===== config.mk =====
export PLATFORM = sky130hd
export DESIGN_NAME = pipeline_ctrl_flat
export DESIGN_NICKNAME = d
export VERILOG_FILES = /design/src/rtl/pipeline_ctrl_pkg.sv /design/src/rtl/pipeline_ctrl_if.sv /design/src/rtl/pipeline_ctrl_mem_port_arbiter.sv /design/src/rtl/pipeline_ctrl.sv /design/src/flat_wrapper.sv
export SDC_FILE = /design/constraint.sdc
export NUM_CORES = 1
export LEC_CHECK = 0
export BUFFER_PORTS_ARGS = -buffer_cell sky130_fd_sc_hd__buf_2
export CAP_MARGIN = 20
export CORE_UTILIZATION = 41
export CTS_BUF_LIST = sky130_fd_sc_hd__clkbuf_8
export CTS_CLUSTER_SIZE = 25
export DETAILED_ROUTE_END_ITERATION = 6
export PLACE_DENSITY = 0.72
export SYNTH_ARGS = -nofsm -noshare
export SYNTH_HDL_FRONTEND = slang
export SYNTH_SLANG_ARGS = --single-unit

===== constraint.sdc =====
create_clock -name clk -period 2.3 [get_ports clk]
set_input_delay 0.23 -clock clk [delete_from_list [all_inputs] [get_ports clk]]
set_output_delay 0.23 -clock clk [all_outputs]
set_load 0.02 [all_outputs]

===== src/rtl/pipeline_ctrl_pkg.sv =====
// Shared definitions for pipeline_ctrl: stall-hold masks, arbiter state encoding and mask merge.
package pipeline_ctrl_pkg;

  // Hold masks, bit order {mem_wb, ex_mem, id_ex, if_id, pc}
  localparam logic [4:0] STALL_MEM  = 5'b01111;
  localparam logic [4:0] STALL_LOAD = 5'b00111;
  localparam logic [4:0] STALL_IF   = 5'b00011;

  typedef enum logic [1:0] {
    ARB_IDLE    = 2'd0,
    ARB_IF_ACC  = 2'd1,
    ARB_MEM_ACC = 2'd2
  } arb_state_e;

  function automatic logic [4:0] stall_merge(input logic mem_wait,
                                             input logic load_stall,
                                             input logic if_wait);
    logic [4:0] m;
    m = 5'b00000;
    if (mem_wait)   m = m | STALL_MEM;
    if (load_stall) m = m | STALL_LOAD;
    if (if_wait)    m = m | STALL_IF;
    return m;
  endfunction

endpackage


===== src/rtl/pipeline_ctrl_if.sv =====
// Shared memory-port handshake between the IF/MEM stages (master) and pipeline_ctrl (slave).
interface pipeline_ctrl_if;
  // Handshake: a stage raises *_req_i and keeps it until its *_done_o pulse; *_gnt_o marks
  // the cycles the port is owned, *_done_o completes exactly one access. A req sampled high
  // on the completing edge is taken as the next access (MEM before IF). Dropping a req while
  // granted does not abort the access in flight.
  logic if_req_i;
  logic mem_req_i;
  logic if_gnt_o;
  logic mem_gnt_o;
  logic if_done_o;
  logic mem_done_o;
  logic if_discard_o;

  modport master (
    output if_req_i, mem_req_i,
    input  if_gnt_o, mem_gnt_o, if_done_o, mem_done_o, if_discard_o
  );

  modport slave (
    input  if_req_i, mem_req_i,
    output if_gnt_o, mem_gnt_o, if_done_o, mem_done_o, if_discard_o
  );
endinterface


===== src/rtl/pipeline_ctrl_mem_port_arbiter.sv =====
// Single memory port arbiter: MEM-priority FSM with fixed MEM_LAT access length.
module mem_port_arbiter
  import pipeline_ctrl_pkg::*;
#(
  parameter int MEM_LAT = 2
) (
  input  logic       clk,
  input  logic       rst,
  input  logic       if_req_i,
  input  logic       mem_req_i,
  output logic       if_gnt_o,
  output logic       mem_gnt_o,
  output logic       if_done_o,
  output logic       mem_done_o,
  output arb_state_e state_o
);

  localparam int CW = (MEM_LAT > 1) ? $clog2(MEM_LAT) : 1;
  localparam logic [CW-1:0] CNT_LAST = CW'(MEM_LAT - 1);

  arb_state_e    state_q, state_d;
  logic [CW-1:0] cnt_q, cnt_d;
  logic          last_beat;

  assign last_beat = (cnt_q == CNT_LAST);

  always_comb begin
    state_d = state_q;
    cnt_d   = cnt_q;
    case (state_q)
      ARB_IDLE: begin
        cnt_d = '0;
        if (mem_req_i)     state_d = ARB_MEM_ACC;
        else if (if_req_i) state_d = ARB_IF_ACC;
      end
      ARB_IF_ACC, ARB_MEM_ACC: begin
        if (last_beat) begin
          // Re-arbitrate on the completing edge so back-to-back accesses have no bubble
          cnt_d = '0;
          if (mem_req_i)     state_d = ARB_MEM_ACC;
          else if (if_req_i) state_d = ARB_IF_ACC;
          else               state_d = ARB_IDLE;
        end else begin
          cnt_d = cnt_q + 1'b1;
        end
      end
      default: begin
        state_d = ARB_IDLE;
        cnt_d   = '0;
      end
    endcase
  end

  always_ff @(posedge clk) begin
    if (rst) begin
      state_q <= ARB_IDLE;
      cnt_q   <= '0;
    end else begin
      state_q <= state_d;
      cnt_q   <= cnt_d;
    end
  end

  assign if_gnt_o   = (state_q == ARB_IF_ACC);
  assign mem_gnt_o  = (state_q == ARB_MEM_ACC);
  assign if_done_o  = if_gnt_o && last_beat;
  assign mem_done_o = mem_gnt_o && last_beat;
  assign state_o    = state_q;

endmodule


===== src/rtl/pipeline_ctrl.sv =====
// Hazard/sequencing controller for the 5-stage RV32I pipeline: load scoreboard, stall merge,
// IF/ID flush and memory-port arbitration. Define PIPELINE_CTRL_PERF_EN for stall counters.
module pipeline_ctrl
  import pipeline_ctrl_pkg::*;
#(
  parameter int MEM_LAT = 2,
  parameter int NREG    = 32
) (
  input  logic                 clk,
  input  logic                 rst,
  input  logic                 id_valid_i,
  input  logic                 id_r1_read_i,
  input  logic [4:0]           id_r1_addr_i,
  input  logic                 id_r2_read_i,
  input  logic [4:0]           id_r2_addr_i,
  input  logic                 id_is_load_i,
  input  logic [4:0]           id_wd_i,
  input  logic                 id_jump_i,
  input  logic                 wb_i,
  input  logic [4:0]           wb_addr_i,
  pipeline_ctrl_if.slave       mem_if,
  output logic [4:0]           stall_o,
  output logic                 flush_o,
  output logic                 load_stall_o,
  output arb_state_e           arb_state_o
`ifdef PIPELINE_CTRL_PERF_EN
  ,
  output logic [31:0]          perf_load_cnt_o,
  output logic [31:0]          perf_mem_cnt_o
`endif
);

  logic [NREG-1:0] sb_q, sb_d;
  logic            discard_q, discard_d;
  logic            r1_haz, r2_haz, sb_set, mem_wait, if_wait;

  mem_port_arbiter #(.MEM_LAT(MEM_LAT)) u_arb (
    .clk        (clk),
    .rst        (rst),
    .if_req_i   (mem_if.if_req_i),
    .mem_req_i  (mem_if.mem_req_i),
    .if_gnt_o   (mem_if.if_gnt_o),
    .mem_gnt_o  (mem_if.mem_gnt_o),
    .if_done_o  (mem_if.if_done_o),
    .mem_done_o (mem_if.mem_done_o),
    .state_o    (arb_state_o)
  );

  // Regfile is write-through, so a same-cycle WB of the source clears the hazard
  assign r1_haz = id_r1_read_i && (id_r1_addr_i != 5'd0) && sb_q[id_r1_addr_i]
                  && !(wb_i && (wb_addr_i == id_r1_addr_i));
  assign r2_haz = id_r2_read_i && (id_r2_addr_i != 5'd0) && sb_q[id_r2_addr_i]
                  && !(wb_i && (wb_addr_i == id_r2_addr_i));
  assign load_stall_o = id_valid_i && (r1_haz || r2_haz);

  assign mem_wait = mem_if.mem_req_i && !mem_if.mem_done_o;
  assign if_wait  = mem_if.if_req_i && !mem_if.if_done_o;
  assign stall_o  = stall_merge(mem_wait, load_stall_o, if_wait);
  assign flush_o  = id_jump_i && !stall_o[2];

  assign sb_set = id_valid_i && id_is_load_i && (id_wd_i != 5'd0) && !stall_o[2];

  always_comb begin
    sb_d = sb_q;
    if (wb_i)   sb_d[wb_addr_i] = 1'b0;
    if (sb_set) sb_d[id_wd_i]   = 1'b1;
  end

  // A flush mid-fetch marks the word in flight as stale until its done pulse
  always_comb begin
    discard_d = discard_q;
    if (mem_if.if_done_o)                           discard_d = 1'b0;
    else if (flush_o && arb_state_o == ARB_IF_ACC)  discard_d = 1'b1;
  end

  assign mem_if.if_discard_o = mem_if.if_done_o && (discard_q || flush_o);

  always_ff @(posedge clk) begin
    if (rst) begin
      sb_q      <= '0;
      discard_q <= 1'b0;
    end else begin
      sb_q      <= sb_d;
      discard_q <= discard_d;
    end
  end

`ifdef PIPELINE_CTRL_PERF_EN
  logic [31:0] perf_load_q, perf_load_d;
  logic [31:0] perf_mem_q, perf_mem_d;

  always_comb begin
    perf_load_d = perf_load_q + {31'd0, load_stall_o};
    perf_mem_d  = perf_mem_q + {31'd0, mem_wait};
  end

  always_ff @(posedge clk) begin
    if (rst) begin
      perf_load_q <= '0;
      perf_mem_q  <= '0;
    end else begin
      perf_load_q <= perf_load_d;
      perf_mem_q  <= perf_mem_d;
    end
  end

  assign perf_load_cnt_o = perf_load_q;
  assign perf_mem_cnt_o  = perf_mem_q;
`endif

endmodule

===== src/flat_wrapper.sv =====
// flat-port wrapper written by rule: the top's interface ports become plain ports
module pipeline_ctrl_flat import pipeline_ctrl_pkg::*;
#(
  parameter int MEM_LAT = 2,
  parameter int NREG    = 32
)
  (clk, rst, id_valid_i, id_r1_read_i, id_r1_addr_i, id_r2_read_i, id_r2_addr_i, id_is_load_i, id_wd_i, id_jump_i, wb_i, wb_addr_i, stall_o, flush_o, load_stall_o, arb_state_o, mem_if_if_req_i, mem_if_mem_req_i, mem_if_if_gnt_o, mem_if_mem_gnt_o, mem_if_if_done_o, mem_if_mem_done_o, mem_if_if_discard_o);
  pipeline_ctrl_if mem_if_i ();
  input  logic clk;
  input  logic rst;
  input  logic id_valid_i;
  input  logic id_r1_read_i;
  input  logic [4:0] id_r1_addr_i;
  input  logic id_r2_read_i;
  input  logic [4:0] id_r2_addr_i;
  input  logic id_is_load_i;
  input  logic [4:0] id_wd_i;
  input  logic id_jump_i;
  input  logic wb_i;
  input  logic [4:0] wb_addr_i;
  output logic [4:0] stall_o;
  output logic flush_o;
  output logic load_stall_o;
  output arb_state_e arb_state_o;
  input wire logic [$bits(mem_if_i.if_req_i)-1:0] mem_if_if_req_i;
  input wire logic [$bits(mem_if_i.mem_req_i)-1:0] mem_if_mem_req_i;
  output wire logic [$bits(mem_if_i.if_gnt_o)-1:0] mem_if_if_gnt_o;
  output wire logic [$bits(mem_if_i.mem_gnt_o)-1:0] mem_if_mem_gnt_o;
  output wire logic [$bits(mem_if_i.if_done_o)-1:0] mem_if_if_done_o;
  output wire logic [$bits(mem_if_i.mem_done_o)-1:0] mem_if_mem_done_o;
  output wire logic [$bits(mem_if_i.if_discard_o)-1:0] mem_if_if_discard_o;
  assign mem_if_i.if_req_i = mem_if_if_req_i;
  assign mem_if_i.mem_req_i = mem_if_mem_req_i;
  assign mem_if_if_gnt_o = mem_if_i.if_gnt_o;
  assign mem_if_mem_gnt_o = mem_if_i.mem_gnt_o;
  assign mem_if_if_done_o = mem_if_i.if_done_o;
  assign mem_if_mem_done_o = mem_if_i.mem_done_o;
  assign mem_if_if_discard_o = mem_if_i.if_discard_o;
  pipeline_ctrl #(.MEM_LAT(MEM_LAT), .NREG(NREG)) u_core (.clk(clk), .rst(rst), .id_valid_i(id_valid_i), .id_r1_read_i(id_r1_read_i), .id_r1_addr_i(id_r1_addr_i), .id_r2_read_i(id_r2_read_i), .id_r2_addr_i(id_r2_addr_i), .id_is_load_i(id_is_load_i), .id_wd_i(id_wd_i), .id_jump_i(id_jump_i), .wb_i(wb_i), .wb_addr_i(wb_addr_i), .mem_if(mem_if_i), .stall_o(stall_o), .flush_o(flush_o), .load_stall_o(load_stall_o), .arb_state_o(arb_state_o));
endmodule

Word-level counts from Yosys, hierarchy flattened
Index checks and enable logic that the tools add are counted.
{"block": "word_totals", "regBits": 36, "input_bits": 30, "output_inout_bits": 14, "word_cells": 76}
{"block": "classes", "addsub": 1, "n_lt_le_gt_ge": 6, "eq_ne": 6, "muxes": 19, "n_bitwise": 4, "n_reduce_logical": 36}
{"operator": "2-to-1 mux 32 bit", "n": 2}
{"operator": "bitwise AND 32 bit", "n": 1}
{"operator": "inverter 32 bit", "n": 1}
{"operator": "OR 32 bit", "n": 1}
{"operator": "< comparator 5 x 6 -> 1 bit (second input constant)", "n": 4}
{"operator": "logical AND 1 bit", "n": 21}
{"operator": "nonzero test 5 bit", "n": 3}
{"operator": "binary-select mux 1 bit (select 5 bit)", "n": 2}
{"operator": "demux 1 bit (select 5 bit)", "n": 2}
{"operator": "== test 5 bit", "n": 2}
{"operator": ">= comparator 5 x 1 -> 1 bit (second input constant)", "n": 2}
{"operator": "2-to-1 mux 2 bit", "n": 5}
{"operator": "logical NOT 1 bit", "n": 5}
{"operator": "2-to-1 mux 1 bit", "n": 5}
{"operator": "2-to-1 mux 4 bit", "n": 1}
{"operator": "case mux 2 bit (2 select lines)", "n": 1}
{"operator": "OR reduction 2 bit", "n": 2}
{"operator": "2-to-1 mux 3 bit", "n": 1}
{"operator": "!= test 3 bit (second input constant)", "n": 1}
{"operator": "OR reduction 3 bit", "n": 1}
{"operator": "== test 2 x 1 -> 1 bit (second input constant)", "n": 1}
{"operator": "== test 2 bit (second input constant)", "n": 1}
{"operator": "logical NOT 2 bit", "n": 1}
{"operator": "logical OR 1 bit", "n": 2}
{"operator": "4 further kinds", "n": 4}

Longest topological paths before layout
Gate-level depths: netlist (run 1).
{"block": "depth", "word_depth": 11, "depth_mapped": 9, "mapped_depth_nobuf": 8}

Hierarchy
Synthesis (run 1) repeated with hierarchy kept, for this count alone.
{"block": "hier_totals", "cells_unflattened": 288, "area_unflattened_um2": 2616.3}
{"module": "pipeline_ctrl", "instances": 1, "cells_per_inst": 269, "area_each_um2": 2421.1, "seq_area_each_um2": 660.6}
{"module": "mem_port_arbiter", "instances": 1, "cells_per_inst": 19, "area_each_um2": 195.2, "seq_area_each_um2": 60.1}

Least setup slack after synthesis (run 1)
No wires, ideal clock.
{"block": "synth_timing", "kind": "in2out", "start": "input id_r2_addr_i[2]", "end": "output stall_o[1]", "arrival_time_ns": 2.039, "t_required_ns": 2.070, "path_slack_ns": 0.031, "path_stages": 9, "path_buffers": 3, "path_cell_list": "clkbuf_1 -> mux4_2 -> mux2_2 -> nand2_1 -> nand2_1 -> a32o_1 -> buf_6 -> a211o_1 -> buf_4"}
{"block": "synth_via", "elab_chain_cells": 8, "elab_cells_between_ends": 13, "classes_between": "1 x eq/ne; 4 x mux; 8 x reduce/logical"}
{"element": "start, declared", "line_no": "flat_wrapper.sv:15", "text": "input logic [4:0] id_r2_addr_i;"}
{"element": "binary-select mux 1 bit (select 5 bit), or another cell as far along", "line_no": "pipeline_ctrl.sv:52", "text": "assign r2_haz = id_r2_read_i && (id_r2_addr_i != 5'd0) && sb_q[id_r2_addr_i]"}
{"element": "2-to-1 mux 1 bit (not written as such), or another cell as far along", "line_no": "pipeline_ctrl.sv:52"}
{"element": "logical AND 1 bit / logical NOT 1 bit (equally long branches)", "line_no": "pipeline_ctrl.sv:52, pipeline_ctrl.sv:53"}
{"element": "logical AND 1 bit (*)", "line_no": "pipeline_ctrl.sv:53", "text": "&& !(wb_i && (wb_addr_i == id_r2_addr_i));"}
{"element": "logical OR 1 bit (*)", "line_no": "pipeline_ctrl.sv:54", "text": "assign load_stall_o = id_valid_i && (r1_haz || r2_haz);"}
{"element": "logical AND 1 bit (*)", "line_no": "pipeline_ctrl.sv:54"}
{"element": "2-to-1 mux 3 bit (*)", "line_no": "pipeline_ctrl_pkg.sv:21", "text": "if (load_stall) m = m | STALL_LOAD;"}
{"element": "2-to-1 mux 2 bit (*)", "line_no": "pipeline_ctrl_pkg.sv:22", "text": "if (if_wait) m = m | STALL_IF;"}
{"element": "end, declared", "line_no": "flat_wrapper.sv:21", "text": "output logic [4:0] stall_o;"}
Every way passes the cells marked *; elsewhere a longest branch is shown, timed or not. The select of a mux whose other input is x is not followed.

Worst setup path after layout (run 1)
{"block": "layout_timing", "start": "register u_core.sb_q[8]", "end": "output stall_o[1]"}
{"block": "layout_via", "elab_chain_cells": 8, "elab_cells_between_ends": 12, "classes_between": "6 x mux; 6 x reduce/logical"}
{"element": "start, declared", "line_no": "pipeline_ctrl.sv:33", "text": "logic [NREG-1:0] sb_q, sb_d;"}
{"element": "start signal, assigned", "line_no": "pipeline_ctrl.sv:80", "text": "sb_q <= '0;"}
{"element": "start signal, assigned", "line_no": "pipeline_ctrl.sv:83", "text": "sb_q <= sb_d;"}
{"element": "binary-select mux 1 bit (select 5 bit) (on tied branches)", "line_no": "pipeline_ctrl.sv:50, pipeline_ctrl.sv:52"}
{"element": "2-to-1 mux 1 bit (on tied branches)", "line_no": "pipeline_ctrl.sv:50, pipeline_ctrl.sv:52"}
{"element": "logical AND 1 bit (on tied branches)", "line_no": "pipeline_ctrl.sv:50, pipeline_ctrl.sv:52"}
{"element": "logical AND 1 bit (on tied branches)", "line_no": "pipeline_ctrl.sv:51, pipeline_ctrl.sv:53"}
{"element": "logical OR 1 bit (*)", "line_no": "pipeline_ctrl.sv:54"}
{"element": "logical AND 1 bit (*)", "line_no": "pipeline_ctrl.sv:54"}
{"element": "2-to-1 mux 3 bit (*)", "line_no": "pipeline_ctrl_pkg.sv:21"}
{"element": "2-to-1 mux 2 bit (*)", "line_no": "pipeline_ctrl_pkg.sv:22"}
Marked as above.

==> summary.md, run 1 <==
| Metric | Value |
|---|---|
| Worst Setup Path Type | reg2out |
| # setup viols final | 6 |
| CP startpoint kind | flip-flop |
| Total GRT Usage | 22.0% |
| Post-Syn Area | 0.00256 mm² |
| Die area | between 0.006 and 0.007 mm² |
| Share of synthesized flip-flops with an asynchronous set or reset | 0% |
| IO Pins | 44 |
| Internal power | about 0.0011 W |
| Pre-antenna DRT Iters | 4 |
| Placer Congestion | just under 0.9 |
| Max stage delay cell, worst path | mux4_2 |
| Synth top area cells | dfxtp_1 28%, mux4_2 9.7%, o31ai_1 9.1% |
| Run status | complete, but fails checks |
| Port-buffer cells | 42 |
| Final-report hold violation count | 0 |
| Arrival time worst endpoint | 2.20 ns |
| Worst Reg2Reg Path Length in Cells | 7 |
| Final Instance Count excl. Fillers | 402 |
| DRT antenna net count | 0 |
| CTS buffer count | 5 |
| Fillcell total | 567 |
| # nets final | 360 |
| Clk slew on worst S/H paths | about 0.07 ns |
| Grt ovf | 0 |
| CTS root buf | clkbuf_8 |
| Clock skew | approximately 0.013 ns |
| FF+latch count, synth | 36 |
| Synth unique cells | 49 |
| Failing checks | negative setup slack |
| Fraction of layout cells with a size suffix above 1 | roughly 28% |
| Placed Cells | slightly below 400 |
| TritonCTS clock tree | built |
| H-tree depth | 2 |
| Final period util | 106% |
| Setup TNS | -0.607 ns |
| Register area share after synthesis | ~28% |
| Dpl cell area | approximately 0.0028 mm² |
| Post-route design area | roughly 0.0030 mm² |
| Largest net degree at the start of global routing | 37 |
| DR vias/cell | approximately 5.9 |
| Area growth, synth to finish | 16.6% |
| Vias in the first global route | about 2,100 |
| Crit end category | output pin |
| Clock share of power | around 28% |
| Final Critical Period | around 2.4 ns |
| Starting density of the core | between 40% and 50% |
| RSZ-0062 raised after global routing | yes |
| Area leader, netlist | dfxtp_1 |
| Avg WL per Cell | 17.4 µm |
| Psw | roughly 0.00055 W |
| Post-Route WL | about 7000 µm |
| Core Util, Final | approximately half |
| Initial antenna violation count | 0 |
| Hold path start | id_jump_i |
| PD cells | roughly 550 mW/mm² |
| Remaining DRCs | 0 |
| Flop2flop setup slack | roughly 0.21 ns |
| Post-synth top area share | between 20 and 30% |
| Chip height | 81.1 µm |
| Logic pwr share | between 30 and 40% |
| Diodes inserted | 0 |
| Hold EP | u_core.discard_q |
| DRT iter0 DRCs | ~270 |
| Core Footprint | roughly 0.0060 mm² |
| Min Hold Slack | 0.251 ns |
| Most common cell after layout, fill and taps aside | buf_2 |
| Crit path max fanout | 4 |
| Crit-path cells | mux4_2 -> mux2_4 -> nand2_2 -> nand2_2 -> a32o_2 -> a211o_1 -> buf_6 |
| Sw Share | around a third |
| Worst R2R Start | u_core.sb_q[8] |
| P_leak | 1.13 nW |
| Ys Warns | 0 |
| Longest Clk Path Bufs | 2 |
| Final setup margin | -0.132 ns |
| DIE WIDTH | slightly above 80 µm |
| Reg-to-reg endpoint | u_core.sb_q[10] |
| Biggest cell delay along the critical path | 0.45 ns |
| Post-synth EDFFs | 0 |
| Syn nets | 325 |
| HP Class | in2reg |
| Site row count | 28 |
| VDD IR-drop max | between 0.5 and 0.6 mV |
| # Max-Cap Violations | 0 |
| Avg Cell Area, Syn | 8.81 µm² |
| Final HPWL from detailed placement | ~5100 µm |
| Required @ worst endpoint | 2.07 ns |
| Hold Path Stages | 3 |
| First-pass GRT wire length | roughly 11,000 µm |
| Mapped Cells | ~290 |
| Most frequent cells in the layout | 36 x buf_2, 31 x o31ai_1, 29 x dfxtp_1, 27 x nand2_1, 24 x nand3b_1 |
| CTS sink count | 36 |
| Vias | around 2,400 |
| Highest clock rate | a little over 0.4 GHz |
| Synth Flop Type | dfxtp_1 |
| Slew Limit Fails | 0 |
| Most used cell, CP | nand2_2 |
| Seq pwr share | a little over two fifths |
| Later-pin clock latency in the skew report | 0.29 ns |
## worst max-delay path by stage
stage / startpoint / to / slack (ns) / depth (start not counted)
final: u_core.sb_q[8] / stall_o[1] / -0.13 / 7
after CTS: u_core.sb_q[11] / stall_o[1] / -0.09 / 6
after global placement: id_r1_addr_i[0] / stall_o[1] / -0.001 / 7
after global routing: u_core.sb_q[8] / flush_o / -0.21 / 9
after detailed placement: id_r1_addr_i[0] / stall_o[1] / -0.06 / 7
after floorplan: id_r2_addr_i[2] / stall_o[1] / 0.03 / 9
## cell families (layout without fill, tap and decap cells)
kind of cell / Yosys count / count (layout) / share of synthesized area (%)
simple gates: 119 / 119 / 26.6
flops: 36 / 36 / 28.1
buf+inv: 31 / 67 / 6.83
fa+ha+maj: 4 / 4 / 1.95
other cells: 1 / 1 / 0.146
mux: 23 / 23 / 15.0
xor+xnor: 10 / 10 / 3.41
compound gates: 67 / 67 / 18.0
## power groups by stage
stage / Clock [W] / Sequential (W) / Combinational (W)
after detailed placement: 0 / 0.000694 / 0.000465
after CTS: 0.000473 / 0.000682 / 0.000474
after global routing: 0.000503 / 0.000688 / 0.000541
final: 0.000462 / 0.000683 / 0.000493
after global placement: 0 / 0.000695 / 0.000456
after floorplan: 0 / 0.000709 / 0.000329
## metal layers
| metal | wire length (µm) | track usage (%) |
|---|---|---|
| met2 | 3190 | 35.2 |
| met4 | 125 | 7.68 |
| met3 | 485 | 3.37 |
| met5 | 0 | 0 |
| met1 | 3190 | 30.1 |
## cells in the mapped netlist, types with 3 or more instances
cell type  instances
a21oi_1            5
buf_4              3
buf_6              6
clkbuf_1          12
dfxtp_1           36
ha_1               4
inv_1              6
mux2i_1           10
mux4_2            11
nand2_1           29
nand2b_1           6
nand3_1            8
nand3b_1          24
nor2_1            10
nor2b_1           20
nor3b_1            4
o21ai_0           16
o31ai_1           31
xor2_1             8
## sequential cells by signal (all words and copies together) (netlist names)
register	count
u_core.u_arb.state_o	2
u_core.sb_q	32
u_core.u_arb.cnt_q	1
u_core.discard_q	1
## layout make-up
class	instances	area, µm²	share of cell area [%]
multi-input cells	224	1720	57.6
flip-flops and latches	36	729	24.4
repair buffers	53	330	11.0
well taps	75	93.8	3.14
clock buffers	6	82.6	2.76
inverters	6	22.5	0.753
clock inverters	2	10.0	0.335
## stage by stage
step	power, W	worst slack (ns)
2_1_floorplan	0.00104	0.0308
3_3_place_gp	0.00115	-0.00126
3_5_place_dp	0.00116	-0.0615
4_1_cts	0.00163	-0.0902
5_1_grt	0.00173	-0.212
6_report	0.00164	-0.132
## what timing repair did
item | 4_1_cts | 5_1_grt
gates resized for setup | 11 | 21
pin swaps | 3 | 6
setup buffers | 0 | 4
hold buffers | 0 | 0
endpoints found under the setup margin | 6 | 18
## critical path, delay by kind of cell, from the launching register on
kind            cells  cell delay (ns)
compound gates      2             0.60
buf+inv             1             0.14
flops               1             0.34
mux                 2             0.73
simple gates        2             0.10
No activity file was read; power rests on OpenSTA's default activity.
==> run 2, diff against run 1 <==
--- a/config.mk
+++ b/config.mk
@@ -7,11 +7,12 @@
 export LEC_CHECK = 0
 export BUFFER_PORTS_ARGS = -buffer_cell sky130_fd_sc_hd__buf_2
 export CAP_MARGIN = 20
-export CORE_UTILIZATION = 41
+export CORE_MARGIN = 2
+export CORE_UTILIZATION = 58
 export CTS_BUF_LIST = sky130_fd_sc_hd__clkbuf_8
 export CTS_CLUSTER_SIZE = 25
 export DETAILED_ROUTE_END_ITERATION = 6
-export PLACE_DENSITY = 0.72
+export PLACE_DENSITY = 0.93
 export SYNTH_ARGS = -nofsm -noshare
 export SYNTH_HDL_FRONTEND = slang
 export SYNTH_SLANG_ARGS = --single-unit
==> summary.md, run 2 (synthesized netlist as in run 1, its figures left out) <==
| Metric | Value |
|---|---|
| Post-route design area | 0.00293 mm² (-2.1%) |
| Setup TNS | -0.502 ns (+0.104 ns) |
| Remaining DRCs | 0 (unchanged) |
| Slew Limit Fails | 0 (unchanged) |
| Grt ovf | 0 (unchanged) |
| CP startpoint kind | flip-flop |
| # nets final | 357 (-0.83%) |
| Crit end category | output pin |
| Total GRT Usage | 28.2% (+6.2 points) |
| Crit path max fanout | 5 (+1) |
| Core Footprint | 0.00429 mm² (-28%) |
| RSZ-0062 raised after global routing | yes |
| Final-report hold violation count | 0 (unchanged) |
| Dpl cell area | 0.00277 mm² (+0.14%) |
| CTS root buf | clkbuf_8 |
| Worst Reg2Reg Path Length in Cells | 8 (+1) |
| IO Pins | 44 (unchanged) |
| Setup crit start | u_core.sb_q[8] |
| Initial antenna violation count | 0 (unchanged) |
| Final Critical Period | 2.45 ns (+0.0164 ns) |
| Worst Setup Path Type | reg2out |
| Reg-to-reg endpoint | u_core.sb_q[19] |
| VDD IR-drop max | 0.752 mV (+29%) |
| DRT antenna net count | 0 (unchanged) |
| Port-buffer cells | 42 (unchanged) |
| Highest clock rate | 0.408 GHz (-0.67%) |
| Chip height | 70.5 µm (-13%) |
| Fillcell total | 347 (-39%) |
| Most common cell after layout, fill and taps aside | buf_2 |
| Longest Clk Path Bufs | 2 (unchanged) |
| Worst R2R Start | u_core.sb_q[8] |
| Clock skew | 0.00484 ns (-0.00849 ns) |
| Run status | complete, but fails checks |
| Final period util | 106% (+0.71 points) |
| PD cells | 557 mW/mm² (+1.7%) |
| Flop2flop setup slack | 0.12 ns (-0.09 ns) |
| Vias | 2,438 (+3.3%) |
| Diodes inserted | 0 (unchanged) |
| DRT iter0 DRCs | 136 (-49%) |
| # setup viols final | 6 (unchanged) |
| Max reg flops | 32 (unchanged) |
| Top reg by flops | u_core.sb_q |
| Crit path capture | stall_o[0] |
| Vias in the first global route | 2,335 (+11%) |
| Largest net degree at the start of global routing | 37 (unchanged) |
| CTS buffer count | 5 (unchanged) |
| HP Class | in2reg |
| P_leak | 1.12 nW (-0.53%) |
| H-tree depth | 2 (unchanged) |
| Placed Cells | 368 (-5.6%) |
| Placer Congestion | 1.01 (+16%) |
| Fraction of layout cells with a size suffix above 1 | 26.2% (-1.9 points) |
| Die area | 0.00497 mm² (-24%) |
| Pre-antenna DRT Iters | 5 (+1) |
| Later-pin clock latency in the skew report | 0.29 ns (about the same) |
| Site row count | 24 (-14%) |
| Post-Route WL | 6750 µm (-3.4%) |
| # Max-Cap Violations | 0 (unchanged) |
| First-pass GRT wire length | 11,000 µm (+2.1%) |
| Clk slew on worst S/H paths | 0.07 ns (about the same) |
| Final HPWL from detailed placement | 4970 µm (-2.2%) |
| Area growth, synth to finish | 14.1% |
| DIE WIDTH | 70.5 µm (-13%) |
| Avg WL per Cell | 17.9 µm (+3.2%) |
| Required @ worst endpoint | 2.07 ns (about the same) |
| Most frequent cells in the layout | 37 x buf_2, 31 x o31ai_1, 28 x dfxtp_1, 27 x nand2_1, 24 x nand3b_1 |
| Final setup margin | -0.148 ns (-0.0164 ns) |
| Starting density of the core | 59.7% (+17 points) |
| TritonCTS clock tree | built |
| Arrival time worst endpoint | 2.22 ns (+0.02 ns) |
| Failing checks | negative setup slack |
| Hold buffers post-CTS | 0 (unchanged) |
| DR vias/cell | 6.48 (+10%) |
| CTS sink count | 36 (unchanged) |
| Final Instance Count excl. Fillers | 376 (-6.5%) |
run 2: worst min-delay path by stage:
| stage | slack (ns) | to | cells past startpoint | start |
|---|---|---|---|---|
| after floorplan | 0.40 | u_core.discard_q | 2 | id_jump_i |
| after global placement | 0.45 | u_core.sb_q[0] | 2 | u_core.sb_q[0] |
| after detailed placement | 0.46 | u_core.sb_q[0] | 2 | u_core.sb_q[0] |
| after CTS | 0.24 | u_core.discard_q | 3 | id_jump_i |
| after global routing | 0.24 | u_core.discard_q | 3 | id_jump_i |
| final | 0.24 | u_core.discard_q | 3 | id_jump_i |
run 2: final cells by class:
type / instances / area, µm² / share of cell area (%)
Timing Repair Buffer: 50 / 315 / 10.8
Multi-Input combinational cell: 224 / 1700 / 58.2
Sequential cell: 36 / 731 / 25.0
Inverter: 6 / 22.5 / 0.770
Clock inverter: 2 / 7.51 / 0.257
Tap cell: 52 / 65.1 / 2.22
Clock buffer: 6 / 82.6 / 2.82
run 2: power breakdown:
part           switching [W]  total [W]  internal (W)
registers          0.0000317   0.000684      0.000652
logic               0.000298   0.000495      0.000196
clock network       0.000217   0.000452      0.000235
total               0.000547    0.00163       0.00108
run 2: metrics by stage:
stage	utilization (%)	worst slack [ns]	hold WS, ns	total power [W]
finish	68.2	-0.148	0.240	0.00163
global route	68.2	-0.178	0.245	0.00171
CTS	67.2	-0.0632	0.237	0.00162
detailed placement	64.6	-0.0371	0.458	0.00117
global placement	64.6	0.0188	0.451	0.00115
floorplan	-	0.0308	0.404	0.00104
run 2: critical path: stages (launching register included):
cell and delay (ns):
dfxtp_2 0.34, mux4_2 0.47, mux2_4 0.30, nand2_2 0.08, nand2_2 0.04, a32o_2 0.28, a211o_1 0.26, buf_4 0.16
run 2: layer usage:
metal	track usage (%)	vias up	routed length [µm]
li1	-	1141	-
met1	36.3	1156	2800
met2	46.2	126	3240
met3	5.05	15	546
met4	12.6	0	158
met5	0	-	0
run 2: timing repair:
| item | 4_1_cts | 5_1_grt |
|---|---|---|
| endpoints found under the setup margin | 6 | 14 |
| setup buffers | 0 | 0 |
| resized for setup | 11 | 13 |
| pin swaps | 2 | 1 |
